## config.mk

```make
export PLATFORM = sky130hd
export DESIGN_NAME = cacheline_adaptor
export DESIGN_NICKNAME = d
export VERILOG_FILES = /design/src/rtl/cacheline_adaptor.sv
export SDC_FILE = /design/constraint.sdc
export NUM_CORES = 1
export LEC_CHECK = 0
export BUFFER_PORTS_ARGS = -buffer_cell sky130_fd_sc_hd__clkbuf_2
export CAP_MARGIN = 20
export CORE_AREA = 2 2 275 277
export DETAILED_ROUTE_END_ITERATION = 10
export DIE_AREA = 0 0 277 279
export SYNTH_ARGS = -nofsm -noshare
export SYNTH_HDL_FRONTEND = slang
export SYNTH_SLANG_ARGS = --single-unit
```

## constraint.sdc

```tcl
create_clock -name clk -period 2.6 [get_ports clk]
set_input_delay 0.13 -clock clk [delete_from_list [all_inputs] [get_ports clk]]
set_output_delay 0.13 -clock clk [all_outputs]
set_load 0.005 [all_outputs]
```

## src/rtl/cacheline_adaptor.sv

```systemverilog
// Memory-side responder for the cache line port: turns each line fill or writeback
// into a BEATS-beat burst on the narrow memory bus and pulses pmem_resp on completion.
`timescale 1ns/1ps

module cacheline_adaptor #(
    parameter int unsigned ADDR_W = 32,
    parameter int unsigned BEAT_W = 64,
    parameter int unsigned BEATS  = 4
) (
    input  logic                      clk,
    input  logic                      rst_n,

    input  logic [ADDR_W-1:0]         pmem_address,
    input  logic                      pmem_read,
    input  logic                      pmem_write,
    input  logic [BEAT_W*BEATS-1:0]   pmem_wdata,
    output logic [BEAT_W*BEATS-1:0]   pmem_rdata,
    output logic                      pmem_resp,

    output logic [ADDR_W-1:0]         mem_address,
    output logic                      mem_read,
    output logic                      mem_write,
    output logic [BEAT_W-1:0]         mem_wdata,
    input  logic [BEAT_W-1:0]         mem_rdata,
    input  logic                      mem_resp
);

    localparam int unsigned LINE_W = BEAT_W * BEATS;
    localparam int unsigned CNT_W  = (BEATS > 1) ? $clog2(BEATS) : 1;
    localparam int unsigned OFF_W  = $clog2(LINE_W / 8);

    typedef enum logic [1:0] {
        IDLE     = 2'd0,
        RD_BURST = 2'd1,
        WR_BURST = 2'd2,
        DONE     = 2'd3
    } state_e;

    state_e              state_q;
    logic [CNT_W-1:0]    cnt_q;
    logic [LINE_W-1:0]   line_q;
    logic [LINE_W-1:0]   pmem_rdata_q;
    logic                pmem_resp_q;
    logic [ADDR_W-1:0]   mem_address_q;
    logic                mem_read_q;
    logic                mem_write_q;
    logic [BEAT_W-1:0]   mem_wdata_q;

    logic [CNT_W-1:0]    cnt_nxt;
    logic                last_beat;
    logic [ADDR_W-1:0]   aligned_addr;
    logic                unused_addr_bits;

    assign cnt_nxt          = cnt_q + CNT_W'(1);
    assign last_beat        = (cnt_q == CNT_W'(BEATS - 1));
    assign aligned_addr     = {pmem_address[ADDR_W-1:OFF_W], OFF_W'(0)};
    // Byte offset within the line is dropped by alignment.
    assign unused_addr_bits = ^pmem_address[OFF_W-1:0];

    // Burst sequencer; every output is a flop.
    always_ff @(posedge clk or negedge rst_n) begin
        if (!rst_n) begin
            state_q       <= IDLE;
            cnt_q         <= '0;
            line_q        <= '0;
            pmem_rdata_q  <= '0;
            pmem_resp_q   <= 1'b0;
            mem_address_q <= '0;
            mem_read_q    <= 1'b0;
            mem_write_q   <= 1'b0;
            mem_wdata_q   <= '0;
        end else begin
            pmem_resp_q <= 1'b0;
            case (state_q)
                IDLE: begin
                    // Writeback wins so a dirty victim leaves before the fill arrives.
                    if (pmem_write) begin
                        line_q        <= pmem_wdata;
                        mem_wdata_q   <= pmem_wdata[BEAT_W-1:0];
                        mem_address_q <= aligned_addr;
                        cnt_q         <= '0;
                        mem_write_q   <= 1'b1;
                        state_q       <= WR_BURST;
                    end else if (pmem_read) begin
                        mem_address_q <= aligned_addr;
                        cnt_q         <= '0;
                        mem_read_q    <= 1'b1;
                        state_q       <= RD_BURST;
                    end
                end
                RD_BURST: begin
                    if (mem_resp) begin
                        pmem_rdata_q[BEAT_W*32'(cnt_q) +: BEAT_W] <= mem_rdata;
                        cnt_q <= cnt_nxt;
                        if (last_beat) begin
                            mem_read_q  <= 1'b0;
                            pmem_resp_q <= 1'b1;
                            state_q     <= DONE;
                        end
                    end
                end
                WR_BURST: begin
                    if (mem_resp) begin
                        cnt_q <= cnt_nxt;
                        if (last_beat) begin
                            mem_write_q <= 1'b0;
                            pmem_resp_q <= 1'b1;
                            state_q     <= DONE;
                        end else begin
                            mem_wdata_q <= line_q[BEAT_W*32'(cnt_nxt) +: BEAT_W];
                        end
                    end
                end
                DONE: begin
                    state_q <= IDLE;
                end
                default: begin
                    state_q <= IDLE;
                end
            endcase
        end
    end

    assign pmem_rdata  = pmem_rdata_q;
    assign pmem_resp   = pmem_resp_q;
    assign mem_address = mem_address_q;
    assign mem_read    = mem_read_q;
    assign mem_write   = mem_write_q;
    assign mem_wdata   = mem_wdata_q;

endmodule

```

Yosys cells after proc, flatten, opt, wreduce, memory -nomap -nowiden
Cells that the tools add are included.

storage, ports and cells
  output and inout port bits = 355
  flip-flop bits (word level) = 615
  logic and storage cells = 69

cells by class
  $add $sub $neg = 2
  shift-type cells = 3
  reductions and logical operators = 14
  equal/unequal tests = 15
  multiplexer cells = 26

operators by type and width
  cell                                                     count
  bitwise mux 256 bit                                      1
  variable shift 64 x 34 -> 256 bit, first input constant  1
  variable part select 256 x 9 -> 64 bit                   1
  variable part select 64 x 34 -> 256 bit                  1
  two-way mux 64 bit                                       3
  one-hot mux 64 bit (2 select lines)                      1
  two-way mux 32 bit                                       2
  negator 8 -> 34 bit                                      1
  inequality test 2 bit, second input constant             8
  two-way mux 2 bit                                        7
  two-way mux 1 bit                                        8
  AND reduction 4 bit                                      2
  nonzero test 2 bit                                       4
  == test 2 bit, second input constant                     3
  one-hot mux 2 bit (3 select lines)                       1
  AND reduction 2 bit                                      3
  AND reduction 3 bit                                      2
  AND reduction 5 bit                                      1
  inequality test 2 x 1 -> 1 bit, second input constant    2
  one-hot mux 1 bit (2 select lines)                       2
  one-hot mux 2 bit (2 select lines)                       1
  inequality test 3 bit, second input constant             1
  adder 2 x 1 -> 2 bit, second input constant              1
  == test 2 x 1 -> 1 bit, second input constant            1
  2 further kinds                                          2

Depth between registers and ports, before layout
Gate-level depths: netlist of the first run.

  depth after elaboration = 5
  mapped depth = 10
  depth with buffers taken out = 5

Least setup slack after synthesis of the first run
No wires, ideal clock.

  path kind = register -> register
  start point = reg cnt_q[0]
  end point = reg mem_wdata_q[25], in the netlist mem_wdata[25]
  stages on the path, launching flop included = 10
  library setup time = 126 ps
  data required time = 2474 ps
  arrival = 2268 ps
  setup slack = 206 ps
  cell sequence = dfrtp_1 -> buf_4 -> buf_12 -> inv_4 -> ha_1 -> buf_2 -> buf_4 -> buf_1 -> mux4_2 -> a221o_1

on the way
  cells in the longest elaborated chain, start to end = 5
  elaborated cells on any way between the ends = 8

RTL lines
  item                                    RTL line  text
  start: declaration                      40        logic [CNT_W-1:0] cnt_q;
  start signal: assignment                94        cnt_q <= cnt_nxt;
  start signal: assignment                104       cnt_q <= cnt_nxt;
  adder 2 x 1 -> 2 bit                    54        assign cnt_nxt = cnt_q + CNT_W'(1);
  variable part select 256 x 9 -> 64 bit  110       mem_wdata_q <= line_q[BEAT_W*32'(cnt_nxt) +: BEAT_W];
  two-way mux 64 bit                      105       if (last_beat) begin
  two-way mux 64 bit                      103       if (mem_resp) begin
  one-hot mux 64 bit (2 select lines)     74        case (state_q)
  end signal: assignment                  79        mem_wdata_q <= pmem_wdata[BEAT_W-1:0];
  end signal: assignment                  110
  end: declaration                        47        logic [BEAT_W-1:0] mem_wdata_q;

Several ways; a longest one is shown, not always the timed one. The select of a mux whose other input is x is not followed.
A chain may end at the register's enable or synchronous reset.

Final worst setup path of the first run
  start point = reg cnt_q[0]
  end point = reg mem_wdata_q[17], in the netlist mem_wdata[17]

Same word-level chain as after synthesis.

==> impl_metrics.env, run 1 <==
export IMPL_status="finished, final reports clean"
export IMPL_internal_power_w=0.02529
export IMPL_path_cells="ha_1 > nand2b_1 > a211o_2 > buf_12 > a221o_1"
export IMPL_synth_edff_count=0
export IMPL_relSlewSlack_pct=37.93
export IMPL_place_hpwl_um=56960
export IMPL_avgSynthCellArea_um2=14.85
export IMPL_nFillCells=6391
export IMPL_core_area_um2=74070
export IMPL_htree_levels=3
export IMPL_drive_gt1_share_pct=44.98
export IMPL_synth_cell_types=39
export IMPL_rsz0062_at_grt="false"
export IMPL_hold_viol=0
export IMPL_wl_um=83880
export IMPL_vias=19380
export IMPL_drt_initial_drc_count=1070
export IMPL_hp_class="in -> reg"
export IMPL_globalplace_congestion=0.8636
export IMPL_viasPerCell=5.170
export IMPL_p_sw_w=0.01148
export IMPL_yosys_top_cells_count="610 x dfrtp_1, 284 x mux2_2, 196 x a22o_1, 127 x nand2_1"
export IMPL_first_global_vias=21140
export IMPL_io_buffer_count=701
export IMPL_clock_path_buffers=3
export IMPL_cts_root_buf="clkbuf_16"
export IMPL_p_clk_share_pct=26.7
export IMPL_p_leak_nw=16.95
export IMPL_tightestPinTransition_ps=931.1
export IMPL_yosysSeqAreaShare_pct=61.45
export IMPL_syn_area_um2=24840
export IMPL_finClkSkew_ps=28.03
export IMPL_clock_sinks=610
export IMPL_critPathSlowestCell="dfrtp_4"
export IMPL_placed_cells=3268
export IMPL_end_kind="flip-flop"
export IMPL_path_clk_slew_ps=60
export IMPL_yosysWarnings=0
export IMPL_worst_ir_drop_vdd_mv=0.8562
export IMPL_reg2reg_from="cnt_q[0]"
export IMPL_grt_pass1_wl_um=128800
export IMPL_syn_inst=1673
export IMPL_cts_tree="done"
export IMPL_grt_overflow_total=0
export IMPL_synth_area_leaders="dfrtp_1 61%, mux2_2 13%, a22o_1 6.9%"
export IMPL_nNetsFinal=3086
export IMPL_syn_to_final_growth_pct=43.28
export IMPL_power_frac_seq_pct=39.9
export IMPL_timing_reg2reg_setup_slack_ps=320
export IMPL_rows=100
export IMPL_hold_depth=3
export IMPL_synth_most_common_cell="dfrtp_1"
export IMPL_final_cells=3748
export IMPL_period_share_pct=87.71
export IMPL_ys_seq_elements=610
export IMPL_critical_path_max_stage_delay_ps=550
export IMPL_p_comb_share_pct=33.4
export IMPL_period_minus_slack_ps=2280
export IMPL_fp_dieH_um=279
export IMPL_wl_per_cell_um=22.38
export IMPL_p_per_area_nw_per_um2=1033
export IMPL_start_util_pct=33.54
export IMPL_track_usage_pct=21.45
export IMPL_synth_top_area_cell="dfrtp_1"
export IMPL_drt_pass1_iterations=5
export IMPL_numCtsBuffers=69
export IMPL_drc=0
export IMPL_fmax_ghz=0.4385
export IMPL_fp_dieW_um=277
export IMPL_drv_cap=0
export IMPL_hold_start="pmem_read"
export IMPL_slew_violations=0
export IMPL_critical_path_class="reg -> reg"
export IMPL_antenna_left=0
export IMPL_reg2reg_to="mem_wdata[17]"
export IMPL_ys_flop_type="dfrtp_1"
export IMPL_ys_async_sr_fraction_pct=100.0
export IMPL_grt_max_degree=75
export IMPL_dieArea_um2=77280
export IMPL_multi_input_area_um2=8857
export IMPL_cp_arrival_ps=2750
export IMPL_synth_top_area_share_pct=61.45
export IMPL_reg2reg_depth=5
export IMPL_critPathRequiredTime_ps=3070
export IMPL_setup_tns_ps=0
export IMPL_final_setup_viol_count=0
export IMPL_path_max_fanout=53
export IMPL_antenna_found_initial=12
export IMPL_hold_path_end="mem_read"
export IMPL_seqCellArea_um2=15270
export IMPL_io_pins=712
export IMPL_clock_latency_ps=620
export IMPL_critPathLaunchType="flip-flop"
export IMPL_swShare_pct=31.22
==> what timing repair did <==
item                                   in CTS  in global routing
endpoints found under the hold margin     663                  0
hold buffers                              348                  0
resized for setup                           0                  0
setup buffers                               0                  0
==> worst max path at each step <==
stage	endpoint	slack, ps	startpoint
detailed placement	mem_wdata[31]	290	state_q[0]
global placement	mem_wdata[28]	340	state_q[0]
global route	pmem_rdata[106]	190	cnt_q[1]
finish	mem_wdata[17]	320	cnt_q[0]
floorplan	mem_wdata[25]	210	cnt_q[0]
CTS	mem_wdata[42]	290	state_q[0]
==> flip-flops by register name (all words and copies together) (netlist names) <==
register,flops
cnt_q,2
mem_write,1
pmem_rdata,256
state_q,2
mem_read,1
line_q,256
mem_address,27
pmem_resp,1
mem_wdata,64
==> power by group through the flow <==
stage          clock [W]  sequential (W)  combinational (W)
6_report         0.00983          0.0147             0.0123
5_1_grt           0.0105          0.0150             0.0132
4_1_cts           0.0100          0.0146             0.0123
3_5_place_dp           0          0.0147             0.0119
3_3_place_gp           0          0.0145             0.0115
2_1_floorplan          0          0.0143            0.00772
==> cell usage in the layout, fill, tap and decap left out, types with 4 or more instances in the layout <==
cell type	instances
mux4_2	64
clkbuf_16	69
nand3_4	4
mux2_2	284
nand2_1	126
dfrtp_1	609
clkbuf_2	700
conb_1	5
inv_1	4
and4_1	64
nor2_1	4
clkbuf_1	13
buf_4	40
buf_12	30
a221o_1	64
clkbuf_8	14
a22o_1	196
o21ai_0	64
dlygate4sd3_1	348
ha_1	9
clkinv_2	11
diode_2	11
==> cell families (layout without fill, tap and decap cells) <==
logic type                 Yosys count  after routing  synth area share, %
AOI/OAI and AO/OA                  332            332                11.02
adders and majority gates           11             11               0.5540
buffers and inverters              155           1246                3.329
DFF                                610            610                61.45
muxes                              351            351                18.80
other                                1             16              0.01510
and+or+nand+nor                    213            213                4.840
==> worst max-delay path, delay by kind of cell, from the launching register on <==
family	cells	cell delay [ps]
AOI/OAI and AO/OA	2	810
DFF	1	550
adders and majority gates	1	280
and+or+nand+nor	1	220
buffers and inverters	1	190
==> stage by stage <==
stage / cell area [um^2] / setup WS [ps] / hold WS [ps] / total power [W] / utilization, %
after global placement: 29780 / 339.6 / 204.9 / 0.02607 / 40.21
after CTS: 35570 / 286.2 / 1.436 / 0.03698 / 48.02
after floorplan: 24860 / 205.8 / -165.6 / 0.02199 / -
after global routing: 35590 / 186.0 / 37.76 / 0.03867 / 48.04
final: 35590 / 319.5 / 41.19 / 0.03676 / 48.05
after detailed placement: 29780 / 292.9 / 208.3 / 0.02663 / 40.21
==> layout make-up <==
type / count / area share (%)
Timing Repair Buffer: 1119 / 22.20
Sequential cell: 610 / 42.90
Antenna cell: 11 / 0.07734
Tap cell: 969 / 3.406
Multi-Input combinational cell: 912 / 24.88
Inverter: 6 / 0.07031
Clock inverter: 25 / 0.9316
Clock buffer: 96 / 5.530
==> routing by layer <==
metal	global-route usage (%)	up-vias	part of all wire [%]
li1	-	8428	-
met1	25.55	9974	39
met2	37.39	786	51
met3	5.046	184	6.6
met4	8.696	4	3.7
met5	0	-	0.032
(Power assumes the default switching activity.)
==> run 2: changes to the inputs <==
--- a/config.mk
+++ b/config.mk
@@ -5,11 +5,13 @@
 export SDC_FILE = /design/constraint.sdc
 export NUM_CORES = 1
 export LEC_CHECK = 0
+export ABC_AREA = 1
 export BUFFER_PORTS_ARGS = -buffer_cell sky130_fd_sc_hd__clkbuf_2
 export CAP_MARGIN = 20
-export CORE_AREA = 2 2 275 277
+export CORE_AREA = 2 2 276 278
 export DETAILED_ROUTE_END_ITERATION = 10
-export DIE_AREA = 0 0 277 279
+export DIE_AREA = 0 0 278 280
+export MAX_ROUTING_LAYER = met4
 export SYNTH_ARGS = -nofsm -noshare
 export SYNTH_HDL_FRONTEND = slang
 export SYNTH_SLANG_ARGS = --single-unit
==> impl_metrics.env, run 2 <==
export IMPL_synthMuxAreaShare_pct=10.80
export IMPL_period_share_pct=84.67
export IMPL_drv_cap=0
export IMPL_synthSimpleGateAreaFrac_pct=18.61
export IMPL_synth_top_area_cell="dfrtp_1"
export IMPL_viasPerCell=5.012
export IMPL_cts_root_buf="clkbuf_16"
export IMPL_synthAdderAreaFrac_pct=0.5156
export IMPL_nFillCells=6940
export IMPL_drt_initial_drc_count=1795
export IMPL_finalInstanceArea_um2=36980
export IMPL_globalplace_congestion=0.8784
export IMPL_final_setup_viol_count=0
export IMPL_synth_top_family_by_area="simple AND/OR/NAND/NOR gates"
export IMPL_grt_overflow_total=0
export IMPL_dieArea_um2=77840
export IMPL_antenna_left=0
export IMPL_hold_viol=0
export IMPL_drc=0
export IMPL_cts_setup_buffers=0
export IMPL_critical_path_max_stage_delay_ps=420
export IMPL_io_buffer_count=701
export IMPL_tightestPinTransition_ps=1145
export IMPL_synth_edff_count=0
export IMPL_nNetsFinal=4132
export IMPL_start_util_pct=35.50
export IMPL_synth_compound_area_share_pct=8.550
export IMPL_synth_most_common_cell="nand2_1"
export IMPL_layout_common_cells="782 x nand2_1, 700 x clkbuf_2, 609 x dfrtp_1"
export IMPL_clock_path_buffers=3
export IMPL_critPathRequiredTime_ps=3100
export IMPL_critical_path_class="reg -> reg"
export IMPL_avgSynthCellArea_um2=9.591
export IMPL_ys_async_sr_fraction_pct=100.0
export IMPL_layout_commonest_cell="nand2_1"
export IMPL_htree_levels=3
export IMPL_drt_pass1_iterations=5
export IMPL_clock_sinks=610
export IMPL_rows=101
export IMPL_path_buf_inv=2
export IMPL_reg2reg_from="state_q[1]"
export IMPL_status="finished, final reports clean"
export IMPL_critPathLaunchType="flip-flop"
export IMPL_path_max_fanout=28
export IMPL_hp_class="in -> async"
export IMPL_syn_inst=2783
export IMPL_ys_seq_elements=610
export IMPL_fp_dieH_um=280
export IMPL_clock_latency_ps=600
export IMPL_syn_area_um2=26690
export IMPL_ctsResizeCount=0
export IMPL_slew_violations=0
export IMPL_critPathSlowestCell="dfrtp_1"
export IMPL_crit_family="simple AND/OR/NAND/NOR gates"
export IMPL_relSlewSlack_pct=23.67
export IMPL_timing_reg2reg_setup_slack_ps=400
export IMPL_synth_cell_types=27
export IMPL_numCtsBuffers=70
export IMPL_grt_max_degree=168
export IMPL_reg2reg_to="pmem_rdata[255]"
export IMPL_reg2reg_depth=7
export IMPL_fp_dieW_um=278
export IMPL_cts_tree="done"
export IMPL_track_usage_pct=23.93
export IMPL_p_leak_nw=18.33
export IMPL_finClkSkew_ps=22.53
export IMPL_grt_pass1_wl_um=141800
export IMPL_cp_arrival_ps=2700
export IMPL_fmax_ghz=0.4542
export IMPL_path_clk_slew_ps=60
export IMPL_synth_xor_xnor_area_share_pct=0
export IMPL_place_area_um2=31300
export IMPL_synth_area_leaders="dfrtp_1 57%, nand2_1 11%, mux2_2 11%"
export IMPL_setup_tns_ps=0
export IMPL_syn_to_final_growth_pct=38.53
export IMPL_worst_ir_drop_vdd_mv=0.9097
export IMPL_yosysWarnings=0
export IMPL_io_pins=712
export IMPL_place_hpwl_um=59130
export IMPL_synth_top_area_share_pct=57.19
export IMPL_yosys_top_cells_count="784 x nand2_1, 610 x dfrtp_1, 285 x nand3_1, 271 x o21ai_0, 256 x mux2_2"
export IMPL_ys_flop_type="dfrtp_1"
export IMPL_path_cells="inv_1 > ha_1 > nand2_8 > nor2_1 > nand3_2 > buf_12 > o21ai_0"
export IMPL_end_kind="flip-flop"
export IMPL_wl_per_cell_um=19.24
export IMPL_rsz0062_at_grt="false"
export IMPL_yosysSeqAreaShare_pct=57.19
export IMPL_drive_gt1_share_pct=30.26
export IMPL_core_area_um2=75190
export IMPL_antenna_found_initial=15
export IMPL_cts_hold_buf=351
export IMPL_wl_um=92470
export IMPL_first_global_vias=24140
export IMPL_vias=24090
export IMPL_p_per_area_nw_per_um2=1077
export IMPL_period_minus_slack_ps=2201
[run 2: cells by family (layout without fill, tap and decap cells)]
logic type      Yosys count  after routing
flops                   610            610
mux                     256            256
buf+inv                 238           1264
simple gates           1211           1211
fa+ha+maj                11             11
compound gates          456            456
other cells               1             20
[run 2: metal layers]
layer  track usage, %  vias to the layer above  share of wire [%]
met3            4.705                      195                6.4
met5                -                        -                  0
li1                 -                    11260                  -
met4            9.203                        0                3.7
met2            39.16                      870                 49
met1            29.32                    11760                 41
[run 2: worst max path at each step]
| stage | start | to | depth (start not counted) |
|---|---|---|---|
| 6_report | state_q[1] | pmem_rdata[255] | 7 |
| 5_1_grt | state_q[1] | pmem_rdata[255] | 7 |
| 4_1_cts | state_q[1] | pmem_rdata[255] | 7 |
| 3_5_place_dp | state_q[1] | pmem_rdata[255] | 7 |
| 3_3_place_gp | state_q[1] | pmem_rdata[255] | 7 |
| 2_1_floorplan | cnt_q[0] | mem_wdata[3] | 13 |
[run 2: where the power goes]
part	switching, W	internal (W)	leakage [nW]	total [W]
clock network	0.00402	0.00533	1.04	0.00936
registers	0.00179	0.0129	7.76	0.0147
logic	0.00941	0.00639	9.53	0.0158
[run 2: cell type report]
class	instances	area [um^2]	area share, %
diodes	15	37.54	0.1015
clock buffers	97	1943	5.255
clock inverters	24	185.2	0.5008
inverters	21	82.58	0.2233
multi-input cells	1939	10340	27.97
flip-flops and latches	610	15270	41.29
well taps	978	1224	3.309
repair buffers	1122	7895	21.35
[run 2: stage by stage]
step / cells / total power [W] / hold slack [ps] / setup slack (ps) / utilization (%)
after floorplan: 2787 / 0.02462 / -165.6 / 460.0 / -
after global placement: 4319 / 0.02984 / 178.6 / 432.1 / 41.63
after detailed placement: 4319 / 0.03012 / 180.9 / 405.7 / 41.63
after CTS: 4791 / 0.04009 / 120.2 / 367.3 / 49.13
after global routing: 4805 / 0.04258 / 148.8 / 190.0 / 49.18
final: 4806 / 0.03984 / 143.3 / 398.5 / 49.18
[run 2: worst reg2reg max path: cells and delay by family (launching register included)]
family	cells	cell delay (ps)
simple gates	3	660
compound gates	1	170
flops	1	420
fa+ha+maj	1	390
buf+inv	2	460
